[config.mk]
export PLATFORM = sky130hd
export DESIGN_NAME = multi_pulse_generator
export DESIGN_NICKNAME = d
export VERILOG_FILES = /design/src/rtl/pulse_gen_pkg.sv /design/src/rtl/pulse_channel.sv /design/src/rtl/multi_pulse_generator.sv
export SDC_FILE = /design/constraint.sdc
export NUM_CORES = 1
export LEC_CHECK = 0
export CAP_MARGIN = 25
export CORE_ASPECT_RATIO = 1.1
export CORE_MARGIN = 2
export CORE_UTILIZATION = 49
export DETAILED_ROUTE_END_ITERATION = 7
export PLACE_DENSITY = 0.71
export SYNTH_ARGS = -nofsm -noshare
export SYNTH_HDL_FRONTEND = slang
export SYNTH_SLANG_ARGS = --single-unit
[constraint.sdc]
create_clock -name clk -period 5.44 [get_ports clk]
set_input_delay 1.632 -clock clk [delete_from_list [all_inputs] [get_ports clk]]
set_output_delay 1.632 -clock clk [all_outputs]
set_load 0.01 [all_outputs]
[src/rtl/pulse_gen_pkg.sv]
// rtl/pulse_gen_pkg.sv - shared types for the multi-channel pulse generator
package pulse_gen_pkg;

  typedef enum logic {PG_CONTINUOUS, PG_ONE_SHOT} pg_mode_t;
  typedef enum logic {PG_IDLE, PG_RUN} pg_state_t;

  // Output level for a given tick position inside the period
  function automatic logic pg_level(input logic [31:0] pos, input logic [31:0] high);
    return pos < high;
  endfunction

endpackage

[src/rtl/pulse_channel.sv]
// rtl/pulse_channel.sv - one pulse channel: FSM, tick counter and config shadows
module pulse_channel
  import pulse_gen_pkg::*;
#(
  parameter int N = 8
) (
  input  logic         clk,
  input  logic         rst_n,
  input  logic         ena,
  input  logic         start,
  input  logic         stop,
  input  logic         mode,
  input  logic [N-1:0] period,
  input  logic [N-1:0] width,
  output logic         out,
  output logic         busy,
  output logic         done
);

  pg_state_t    state;
  pg_mode_t     mode_q;
  logic [N-1:0] count;
  logic [N-1:0] period_q;
  logic [N-1:0] width_q;
  logic         out_q;
  logic         done_q;
  logic [N-1:0] count_inc;

  // count never exceeds period_q, so the increment cannot wrap
  assign count_inc = count + 1'b1;

  // Channel FSM: stop beats start, start (re)arms from live inputs, ticks advance the counter
  always_ff @(posedge clk or negedge rst_n) begin
    if (!rst_n) begin
      state    <= PG_IDLE;
      mode_q   <= PG_CONTINUOUS;
      count    <= '0;
      period_q <= '0;
      width_q  <= '0;
      out_q    <= 1'b0;
      done_q   <= 1'b0;
    end else begin
      done_q <= 1'b0;
      if (stop) begin
        state <= PG_IDLE;
        out_q <= 1'b0;
      end else if (start) begin
        state    <= PG_RUN;
        period_q <= period;
        width_q  <= width;
        mode_q   <= pg_mode_t'(mode);
        count    <= '0;
        out_q    <= (width != '0);
      end else if (state == PG_RUN && ena) begin
        if (count == period_q) begin
          if (mode_q == PG_ONE_SHOT) begin
            state  <= PG_IDLE;
            out_q  <= 1'b0;
            done_q <= 1'b1;
          end else begin
            // period boundary: the only point where live period/width are picked up
            count    <= '0;
            period_q <= period;
            width_q  <= width;
            out_q    <= (width != '0);
          end
        end else begin
          count <= count_inc;
          out_q <= pg_level(32'(count_inc), 32'(width_q));
        end
      end
    end
  end

  assign out  = out_q;
  assign busy = (state == PG_RUN);
  assign done = done_q;

endmodule

[src/rtl/multi_pulse_generator.sv]
// rtl/multi_pulse_generator.sv - NUM_CH independent pulse channels sharing one tick enable
module multi_pulse_generator
  import pulse_gen_pkg::*;
#(
  parameter int N      = 8,
  parameter int NUM_CH = 4
) (
  input  logic                clk,
  input  logic                rst_n,
  input  logic                ena,
  input  logic [NUM_CH-1:0]   start,
  input  logic [NUM_CH-1:0]   stop,
  input  logic [NUM_CH-1:0]   mode,
  input  logic [NUM_CH*N-1:0] period,
  input  logic [NUM_CH*N-1:0] width,
  output logic [NUM_CH-1:0]   out,
  output logic [NUM_CH-1:0]   busy,
  output logic [NUM_CH-1:0]   done
);

  // One channel per slice of the packed period/width buses
  for (genvar i = 0; i < NUM_CH; i++) begin : g_ch
    pulse_channel #(.N(N)) u_ch (
      .clk    (clk),
      .rst_n  (rst_n),
      .ena    (ena),
      .start  (start[i]),
      .stop   (stop[i]),
      .mode   (mode[i]),
      .period (period[i*N +: N]),
      .width  (width[i*N +: N]),
      .out    (out[i]),
      .busy   (busy[i]),
      .done   (done[i])
    );
  end

endmodule

Yosys cells after proc, flatten, opt, wreduce, memory -nomap -nowiden
Cells that the tools add are included.

storage, ports and cells
  input bits = 79
  register bits = 112
  output and inout bits = 12
  word-level logic and storage cells = 204

cells by class
  eq/ne operators = 12
  bitwise gates (word level) = 4
  order comparisons = 4
  reduce and logical (&&, ||, !) cells = 44
  muxes and demuxes = 108
  add/sub/neg operators = 4

operators by type and width
  cell                                          number
  2-to-1 mux 8 bit                              48
  2-to-1 mux 1 bit                              60
  nonzero test 3 bit                            12
  adder 8 x 1 -> 8 bit, second input constant   4
  == test 8 bit                                 4
  < comparator 8 bit                            4
  nonzero test 8 bit                            4
  AND reduction 3 bit                           8
  AND reduction 4 bit                           4
  nonzero test 2 bit                            8
  inequality test 3 bit, second input constant  4
  inequality test 2 bit, second input constant  4
  AND reduction 2 bit                           4
  logical AND 1 bit                             4
  NOT 1 bit                                     4

Depth between registers and ports, before layout
Gate-level depths: netlist of the first run.

  word-level depth = 6
  mapped depth = 9
  depth with buffers taken out = 9

Cells and area by module
A second synthesis of the first run with hierarchy kept.

unflattened totals
  cells, all modules = 808
  area, all modules = 7777.5 um2

modules (own cells, without submodules)
  module         area each (um2)  cells each  sequential area each (um2)  instances
  pulse_channel  1944.4           202         700.7                       4

Worst setup path before layout of the first run
No wires, ideal clock.

  kind = input to register
  start point = input ena
  end point = register g_ch[1].u_ch.period_q[5]
  data required time = 5.315 ns
  library setup time = 0.125 ns
  stages on the path = 5
  setup slack = 2.257 ns
  data arrival time = 3.059 ns
  buffers on the path = 1
  cell sequence = nand2_1 or4_1 a21oi_2 buf_6 mux2_2

on the way
  cells in the longest elaborated chain, start to end = 3

ends and longest elaborated chain
  item                           RTL line                     text
  start, declared                multi_pulse_generator.sv:10  input logic ena,
  logical AND 1 bit              pulse_channel.sv:54          end else if (state == PG_RUN && ena) begin
  nonzero test 2 bit (no line)   -
  AND reduction 4 bit (no line)  -
  end signal, assigned           pulse_channel.sv:49          period_q <= period;
  end signal, assigned           pulse_channel.sv:63          period_q <= period;
  end, declared                  pulse_channel.sv:23          logic [N-1:0] period_q;

Every way passes these cells.
A chain may end at the register's enable or synchronous reset.

Final worst setup path of the first run
  start point = input ena
  end point = register g_ch[1].u_ch.period_q[4]

The elaborated chain is that of the path after synthesis.

==> impl_metrics.toml, run 1 <==
[place]
portBuffers = 90
placedInstanceArea_mm2 = 0.007269
post-dp-hpwl_mm = 9.880
finalWeightedCongestion = 0.8626
placedCellCount = 811

[die]
core_mm2 = 0.01259
std_cell_rows = 43
io_pins = 91
design.die.area_mm2 = 0.01385
die_span_x_um = 112.4
floorplan_die_height_um = 123.2
floorplan.initialDensity = 0.5029

[drt]
post_drt_wl_per_cell_um = 15.85
drt_iter0_markers = 154
drt_drc_violations_left = 0
finalWirelength_mm = 13.11
vias = 4636
drt_pass1_iterations = 5
via_per_inst = 5.606
antenna_left = 0

[clock_tree]
h-tree-depth = 3
clk_pin_slew_worst_paths_ns = 0.07
clock_insertion_delay_worst_skew_ns = 0.36
cts_resized = 0
cts.sinks = 112
ctsRootBufferMaster = "clkbuf_16"
postCtsHoldBufs = 0
cts_made_buffers = 9
cts_max_path_buffers = 2
cts_setup_buffers = 0
cts_tree = "done"

[yosys]
ys.warnings.count = 0
synth-edff-count = 0
synth_top_area_share = 0.4427
post_synth_instance_area_mm2 = 0.006331
synth.top_cells.by_count = "dfrtp_1, mux2_2, inv_1"
ys_dominant_reg_cell = "dfrtp_1"
synth_area_per_cell_um2 = 10.77
dominant_cell_by_count_in_the_synthesized_netlist = "dfrtp_1"
yosysTopAreaCell = "dfrtp_1"
synth.area.top_cells = "dfrtp_1, mux2_2, ha_1, xnor2_1, inv_1"
synth.ff_latch_count = 112
synth.net_count = 699
synth.lib_cells_used.distinct = 57
postSynthCellCount = 588
async_flop_share = 1.000
yosysSeqAreaShare = 0.4427

[power]
powerDensity_mw_per_mm2 = 274.1
design_power_total_mw = 2.076
vdd.ir_drop.worst_uv = 214.8
total_leakage_power_nw = 3.453

[sta]
finalSetupViolCount = 0
hold_ws_ns = 0.5085
fin_setup_tns_ns = 0
setup_repair_after_global_routing_missed_its_margin = "false"
hold_viol = 0
layout_min_cycle_time_ns = 3.866
tightestPinTransition_ns = 0.9314
slew_violations = 0
final.setup_skew_ns = 0.006988
max-slew-margin-rel = 0.3748
final_min_period_over_clock_period = 0.7106
timing.fmax_mhz = 258.7

[min_path]
min_path_type = "reg -> reg"
hold_end = "g_ch[3].u_ch.width_q[4]"
timing.hold.worst.start = "g_ch[3].u_ch.width_q[4]"
min_delay_path_depth = 1

[setup_path]
critPathMaxFanout = 16
critical-path-max-stage-delay_ns = 0.70
critPathTopFamily = "compound AO/OA/AOI/OAI gates"
reg2reg_to = "g_ch[1].u_ch.period_q[4]"
cp_data_arrival_time_ns = 4.11
worst_setup_ep_type = "flop"
critPathLaunchType = "input pin"
critical-path-slowest-cell = "a21oi_2"
crit_type = "in -> reg"
reg2reg_slack_ns = 2.81
crit_path_cell_trace = "clkdlybuf4s50_1 -> buf_4 -> nand2_1 -> or4_1 -> a21oi_2 -> mux2_2"
path_buf_inv = 2
r2r_cells = 5
rr_startpoint = "g_ch[1].u_ch.count[4]"
worst-endpoint-required_ns = 5.68

[outcome]
status = "complete, no violations"

[final_layout]
nets = 776
drive_gt1_frac = 0.1567
final_design_area_no_fill_mm2 = 0.007572
layout-area-overhead-vs-synth_pct = 19.60
fill_cells = 1066
regArea_mm2 = 0.002803
multi_input_comb_area_mm2 = 0.003166
antennaDiodeCount = 0
layout.cells.non_filler = 827

[global_route]
antenna_violations_before_repair = 0
gr-usage-all-layers = 0.1975
first_pass_grt_wire_length_mm = 21.96
grt_max_degree = 49
remaining_global_route_overflow = 0
first_global_vias = 4700

[run]
drv_cap = 0
==> final cells by class <==
cell class | instances | area share
clock inverters | 7 | 0.01024
inverters | 45 | 0.02231
clock buffers | 9 | 0.02974
flip-flops and latches | 112 | 0.3701
well taps | 157 | 0.02594
multi-input cells | 402 | 0.4180
repair buffers | 95 | 0.1236
==> sequential cells by signal, indices dropped and copies added, names as in the netlist <==
signal,cells
g_ch.u_ch.count,32
g_ch.u_ch.period_q,32
g_ch.u_ch.width_q,32
g_ch.u_ch.busy,4
g_ch.u_ch.done,4
g_ch.u_ch.mode_q,4
g_ch.u_ch.out,4
==> layout by cell type (no fill, tap or decap), drive strengths merged, types with 6 or more instances in the layout <==
cell,synthesis,routed
clkdlybuf4s50,0,89
nand2,44,44
clkbuf,8,9
nor3,11,11
nor4,15,15
a22o,7,7
nand3,16,16
nand2b,9,9
mux2,70,70
inv,45,48
nand4,11,11
xnor2,33,33
o21ai,18,18
xor2,16,16
a21oi,30,30
and3,8,8
nor2,18,18
buf,21,6
ha,32,32
a21o,14,14
dfrtp,112,112
==> where the power goes <==
part,internal (mW),switching (mW),leakage [nW],total [mW]
sequential,0.922,0.0791,1.39,1.00
combinational,0.221,0.169,1.91,0.390
clock,0.363,0.322,0.147,0.685
==> kinds of logic after synthesis <==
family	share of synthesized area
adders and majority gates	0.06324
muxes	0.1336
AOI/OAI and AO/OA	0.1127
and+or+nand+nor	0.1215
buffers and inverters	0.05731
DFF	0.4427
xor gates and xnor gates	0.06897
==> metrics by stage <==
step / util / setup WS [ns]
global placement: 0.5774 / 1.292
global route: 0.6015 / 1.481
CTS: 0.6015 / 1.580
detailed placement: 0.5774 / 1.220
finish: 0.6015 / 1.574
floorplan: - / 2.257
==> metal layers <==
| layer | vias to the layer above | part of all wire | GRT usage |
|---|---|---|---|
| met5 | - | 0 | 0 |
| met4 | 0 | 0.017 | 0.07774 |
| met3 | 16 | 0.042 | 0.03382 |
| met2 | 116 | 0.49 | 0.3385 |
| met1 | 2256 | 0.45 | 0.2517 |
| li1 | 2248 | - | - |
==> worst max path at each step <==
stage | start | endpoint | slack, ns | cells after the start
floorplan | ena | g_ch[1].u_ch.period_q[5] | 2.26 | 5
global placement | ena | g_ch[1].u_ch.period_q[7] | 1.29 | 6
detailed placement | ena | g_ch[1].u_ch.period_q[3] | 1.22 | 6
CTS | ena | g_ch[1].u_ch.period_q[5] | 1.58 | 6
global route | ena | g_ch[1].u_ch.period_q[0] | 1.48 | 6
finish | ena | g_ch[1].u_ch.period_q[4] | 1.57 | 6
Power figures use the tool's default switching activity.
==> run 2: changes to the inputs <==
--- a/config.mk
+++ b/config.mk
@@ -10,7 +10,7 @@
 export CORE_MARGIN = 2
 export CORE_UTILIZATION = 49
 export DETAILED_ROUTE_END_ITERATION = 7
-export PLACE_DENSITY = 0.71
+export PLACE_DENSITY = 0.74
 export SYNTH_ARGS = -nofsm -noshare
 export SYNTH_HDL_FRONTEND = slang
 export SYNTH_SLANG_ARGS = --single-unit
==> constraint.sdc (replaced) <==
create_clock -name clk -period 3.3 [get_ports clk]
set_input_delay 0.99 -clock clk [delete_from_list [all_inputs] [get_ports clk]]
set_output_delay 0.99 -clock clk [all_outputs]
set_load 0.01 [all_outputs]
==> run 2 against run 1 <==
Clock power up 50%; non-clock buffer count grew 4; first-iteration DRC count is 59% higher; largest cell class unchanged.
==> impl_metrics.toml, run 2 (synthesized netlist as in run 1, its figures left out) <==
[drt]
drt_iter0_markers = 245
drt_pass1_iterations = 5
via_per_inst = 5.698
drt_drc_violations_left = 0
post_drt_wl_per_cell_um = 16.77
vias = 4729
finalWirelength_mm = 13.92
antenna_left = 0

[global_route]
first_pass_grt_wire_length_mm = 23.23
remaining_global_route_overflow = 0
gr-usage-all-layers = 0.2106
first_global_vias = 4943
grt_max_degree = 73
antenna_violations_before_repair = 0

[power]
total_leakage_power_nw = 3.466
swShare = 0.2707
power_switching_mw = 0.9050
share_clk_of_total_power = 0.309
sequentialPowerShare = 0.495
vdd.ir_drop.worst_uv = 250.7
p_comb_frac = 0.197
design_power_total_mw = 3.343
powerDensity_mw_per_mm2 = 440.7
internal_power_mw = 2.438

[sta]
finalSetupViolCount = 0
final_min_period_over_clock_period = 0.8468
max-slew-margin-rel = 0.6422
hold_viol = 0
tightestPinTransition_ns = 0.5367
layout_min_cycle_time_ns = 2.794
fin_setup_tns_ns = 0
hold_ws_ns = 0.5071
slew_violations = 0
setup_repair_after_global_routing_missed_its_margin = "false"
timing.fmax_mhz = 357.8
final.setup_skew_ns = 0.007200

[clock_tree]
cts_setup_buffers = 0
postCtsHoldBufs = 0
ctsRootBufferMaster = "clkbuf_16"
cts_made_buffers = 9
cts_tree = "done"
cts.sinks = 112
h-tree-depth = 3
cts_max_path_buffers = 2
clk_pin_slew_worst_paths_ns = 0.07
clock_insertion_delay_worst_skew_ns = 0.36
cts_resized = 0

[place]
placedInstanceArea_mm2 = 0.007312
finalWeightedCongestion = 0.8604
portBuffers = 90
post-dp-hpwl_mm = 10.64
placedCellCount = 815

[final_layout]
layout.cells.non_filler = 830
antennaDiodeCount = 0
nets = 780
biggestRegsByFlops = "g_ch.u_ch.count: 32 flops, g_ch.u_ch.period_q: 32 flops, g_ch.u_ch.width_q: 32 flops"
mostFrequentLayoutCells = "dfrtp_1, clkdlybuf4s50_1, mux2_2, inv_1, nand2_1"
final_common_cell = "dfrtp_1"
layout-area-overhead-vs-synth_pct = 19.82
drive_gt1_frac = 0.1590
regArea_mm2 = 0.002803
fill_cells = 1075
final_design_area_no_fill_mm2 = 0.007586
multi_input_comb_area_mm2 = 0.003166

[die]
floorplan_die_height_um = 123.2
design.die.area_mm2 = 0.01385
die_span_x_um = 112.4
floorplan.initialDensity = 0.5029
std_cell_rows = 43
io_pins = 91
core_mm2 = 0.01259

[setup_path]
worst-endpoint-required_ns = 3.54
cp_data_arrival_time_ns = 3.03
critPathLaunchType = "input pin"
critPathMaxFanout = 16
crit_type = "in -> reg"
worst_setup_ep_type = "flop"

[run]
drv_cap = 0

[outcome]
status = "complete, no violations"

[min_path]
min_path_type = "reg -> reg"
run 2: cell types whose count changed in the layout (fill, tap and decap cells not counted), sizes merged:
| cell | before | now |
|---|---|---|
| buf | 6 | 10 |
| bufinv | 1 | 0 |
| clkbuf | 9 | 12 |
| inv | 48 | 45 |
run 2: power by group through the flow:
stage	Combinational [mW]	Clock, mW	Sequential (mW)
after global routing	0.729	1.10	1.67
after detailed placement	0.659	0	1.68
after CTS	0.665	1.05	1.66
after global placement	0.627	0	1.67
final	0.657	1.03	1.65
after floorplan	0.455	0	1.63
run 2: area by class of cell:
cell class | count | share of cell area
inverter | 45 | 0.02227
clock buffer | 12 | 0.03381
timing repair buffer | 99 | 0.1290
tap | 157 | 0.02589
multi-input combinational | 402 | 0.4173
clock inverter | 3 | 0.002309
sequential | 112 | 0.3695
run 2: through the flow:
step / utilization / setup WS [ns]
3_3_place_gp: 0.5808 / 0.2015
6_report: 0.6026 / 0.5055
4_1_cts: 0.6026 / 0.5220
5_1_grt: 0.6026 / 0.4003
3_5_place_dp: 0.5808 / 0.1521
2_1_floorplan: - / 0.7586
run 2: routing by layer:
metal,global-route usage,vias to the layer above,wire length [um]
li1,-,2242,-
met1,0.2431,2351,5722
met2,0.3784,109,7202
met3,0.03971,27,605
met4,0.1021,0,386
met5,0,-,0
run 2: final timing paths:
check                                             start                        to  slack, ns  cells after the start
worst max-delay path                                ena  g_ch[2].u_ch.period_q[0]       0.51                      6
worst min-delay path            g_ch[2].u_ch.width_q[7]   g_ch[2].u_ch.width_q[7]       0.51                      1
worst max register to register    g_ch[3].u_ch.count[2]          g_ch[3].u_ch.out       0.82                      9
worst min register to register  g_ch[2].u_ch.width_q[7]   g_ch[2].u_ch.width_q[7]       0.51                      1
max in group asynchronous                         rst_n     g_ch[3].u_ch.count[0]       1.92                      2
min in group asynchronous                         rst_n  g_ch[1].u_ch.period_q[3]       0.61                      1
run 2: critical path, cell delays in order:
cell and delay (ns):
clkdlybuf4s50_1 0.51, buf_4 0.21, nand2_1 0.11, nor4_1 0.36, o21ba_2 0.46, mux2_2 0.39
==> run 3: changes to the inputs <==
--- a/config.mk
+++ b/config.mk
@@ -10,7 +10,7 @@
 export CORE_MARGIN = 2
 export CORE_UTILIZATION = 49
 export DETAILED_ROUTE_END_ITERATION = 7
-export PLACE_DENSITY = 0.74
+export PLACE_DENSITY = 0.71
 export SYNTH_ARGS = -nofsm -noshare
 export SYNTH_HDL_FRONTEND = slang
 export SYNTH_SLANG_ARGS = --single-unit
==> constraint.sdc (replaced) <==
create_clock -name clk -period 2.8 [get_ports clk]
set_input_delay 0.84 -clock clk [delete_from_list [all_inputs] [get_ports clk]]
set_output_delay 0.84 -clock clk [all_outputs]
set_load 0.01 [all_outputs]
==> run 3 against run 2 <==
Flip-flop and latch count is the same; die area is the same; largest cell class unchanged; largest power group unchanged; sequential share of layout area shrank 0.85 points; highest routed layer unchanged.
==> impl_metrics.toml, run 3 (synthesized netlist as in run 1, its figures left out) <==
[drt]
vias = 4663
drt_drc_violations_left = 0
drt_iter0_markers = 178
via_per_inst = 5.538
finalWirelength_mm = 13.32
post_drt_wl_per_cell_um = 15.82
drt_pass1_iterations = 4
antenna_left = 0

[clock_tree]
clock_insertion_delay_worst_skew_ns = 0.36
ctsRootBufferMaster = "clkbuf_16"
cts.sinks = 112
cts_tree = "done"
cts_setup_buffers = 0
h-tree-depth = 3
cts_max_path_buffers = 2
cts_made_buffers = 9
cts_resized = 0
clk_pin_slew_worst_paths_ns = 0.07
postCtsHoldBufs = 0

[die]
die_span_x_um = 112.4
core_mm2 = 0.01259
design.die.area_mm2 = 0.01385
floorplan.initialDensity = 0.5029
io_pins = 91
std_cell_rows = 43
floorplan_die_height_um = 123.2

[setup_path]
worst-endpoint-required_ns = 3.05
cp_data_arrival_time_ns = 2.87
reg2reg_to = "g_ch[0].u_ch.width_q[4]"
reg2reg_slack_ns = 0.18
worst_setup_ep_type = "flop"
crit_type = "reg -> reg"
rr_startpoint = "g_ch[0].u_ch.count[3]"
r2r_cells = 6
critPathMaxFanout = 9
critPathLaunchType = "flop"

[final_layout]
biggestRegsByFlops = "g_ch.u_ch.count: 32 flops, g_ch.u_ch.period_q: 32 flops, g_ch.u_ch.width_q: 32 flops"
nets = 791
mostFrequentLayoutCells = "dfrtp_1, clkdlybuf4s50_1, mux2_2, inv_1, nand2_1"
fill_cells = 1050
regArea_mm2 = 0.002803
final_common_cell = "dfrtp_1"
drive_gt1_frac = 0.1737
antennaDiodeCount = 0
layout.cells.non_filler = 842
layout.core_utilization = 0.6168
multi_input_comb_area_mm2 = 0.003166
layout-area-overhead-vs-synth_pct = 22.65

[sta]
slew_violations = 0
postLayoutSetupSlackWorst_ns = 0.1792
final.setup_skew_ns = 0.008268
setup_repair_after_global_routing_missed_its_margin = "false"
tightestPinTransition_ns = 0.8115
layout_min_cycle_time_ns = 2.621
timing.fmax_mhz = 381.6
hold_viol = 0
finalSetupViolCount = 0
fin_setup_tns_ns = 0
final_min_period_over_clock_period = 0.9360
max-slew-margin-rel = 0.4571

[global_route]
grtUsageMet2 = 0.3566
first_global_vias = 4831
gr-usage-met1 = 0.2529
gr-usage-all-layers = 0.2057
grt_max_degree = 47
grtUsageMet3 = 0.03971
grt.busiest_layer = "met2"
antenna_violations_before_repair = 0
remaining_global_route_overflow = 0
first_pass_grt_wire_length_mm = 22.77

[place]
placedCellCount = 826
placement.setup.worst_slack_ns = -0.1537
post-dp-hpwl_mm = 10.39
finalWeightedCongestion = 0.8906
portBuffers = 90

[power]
powerDensity_mw_per_mm2 = 536.6
total_leakage_power_nw = 3.554
design_power_total_mw = 4.167
vdd.ir_drop.worst_uv = 459.2

[run]
drv_cap = 0

[min_path]
min_path_type = "in -> async"

[outcome]
status = "complete, no violations"
run 3: report_power, final:
part | switching [mW] | total (mW) | internal, mW
Sequential | 0.143 | 1.94 | 1.79
Clock | 0.594 | 1.43 | 0.835
Combinational | 0.348 | 0.802 | 0.454
run 3: critical path, cell delays in order (launching register included):
cell and delay [ns]:
dfrtp_1 0.48, xor2_2 0.22, nor4_4 0.44, nand2_4 0.10
o41ai_4 0.75, buf_12 0.22, mux2_4 0.30
run 3: layout make-up:
type | instances | share of cell area
Multi-Input combinational cell | 402 | 0.4077
Sequential cell | 112 | 0.3609
Timing Repair Buffer | 110 | 0.1415
Clock buffer | 12 | 0.03303
Tap cell | 157 | 0.02530
Inverter | 45 | 0.02175
Clock inverter | 4 | 0.009829
run 3: layer usage:
layer | wire length [um] | part of all wire
met5 | 0 | 0
met3 | 558 | 0.042
met1 | 5755 | 0.43
met2 | 6722 | 0.50
met4 | 282 | 0.021
run 3: worst max path at each step:
stage / from / to / slack, ns / depth (start not counted)
6_report: g_ch[0].u_ch.count[3] / g_ch[0].u_ch.width_q[4] / 0.18 / 6
5_1_grt: g_ch[0].u_ch.count[3] / g_ch[0].u_ch.width_q[3] / 0.09 / 6
4_1_cts: g_ch[0].u_ch.count[3] / g_ch[0].u_ch.width_q[3] / 0.17 / 6
3_5_place_dp: ena / g_ch[2].u_ch.width_q[6] / -0.15 / 7
3_3_place_gp: ena / g_ch[1].u_ch.period_q[7] / -0.07 / 6
2_1_floorplan: ena / g_ch[1].u_ch.period_q[5] / 0.41 / 5
run 3: metrics by stage:
stage / hold WS (ns) / cell area, um2
after floorplan: 0.4794 / 6331
after global placement: 0.4895 / 7432
after detailed placement: 0.4953 / 7432
after CTS: 0.3485 / 7765
after global routing: 0.3606 / 7765
final: 0.3473 / 7765
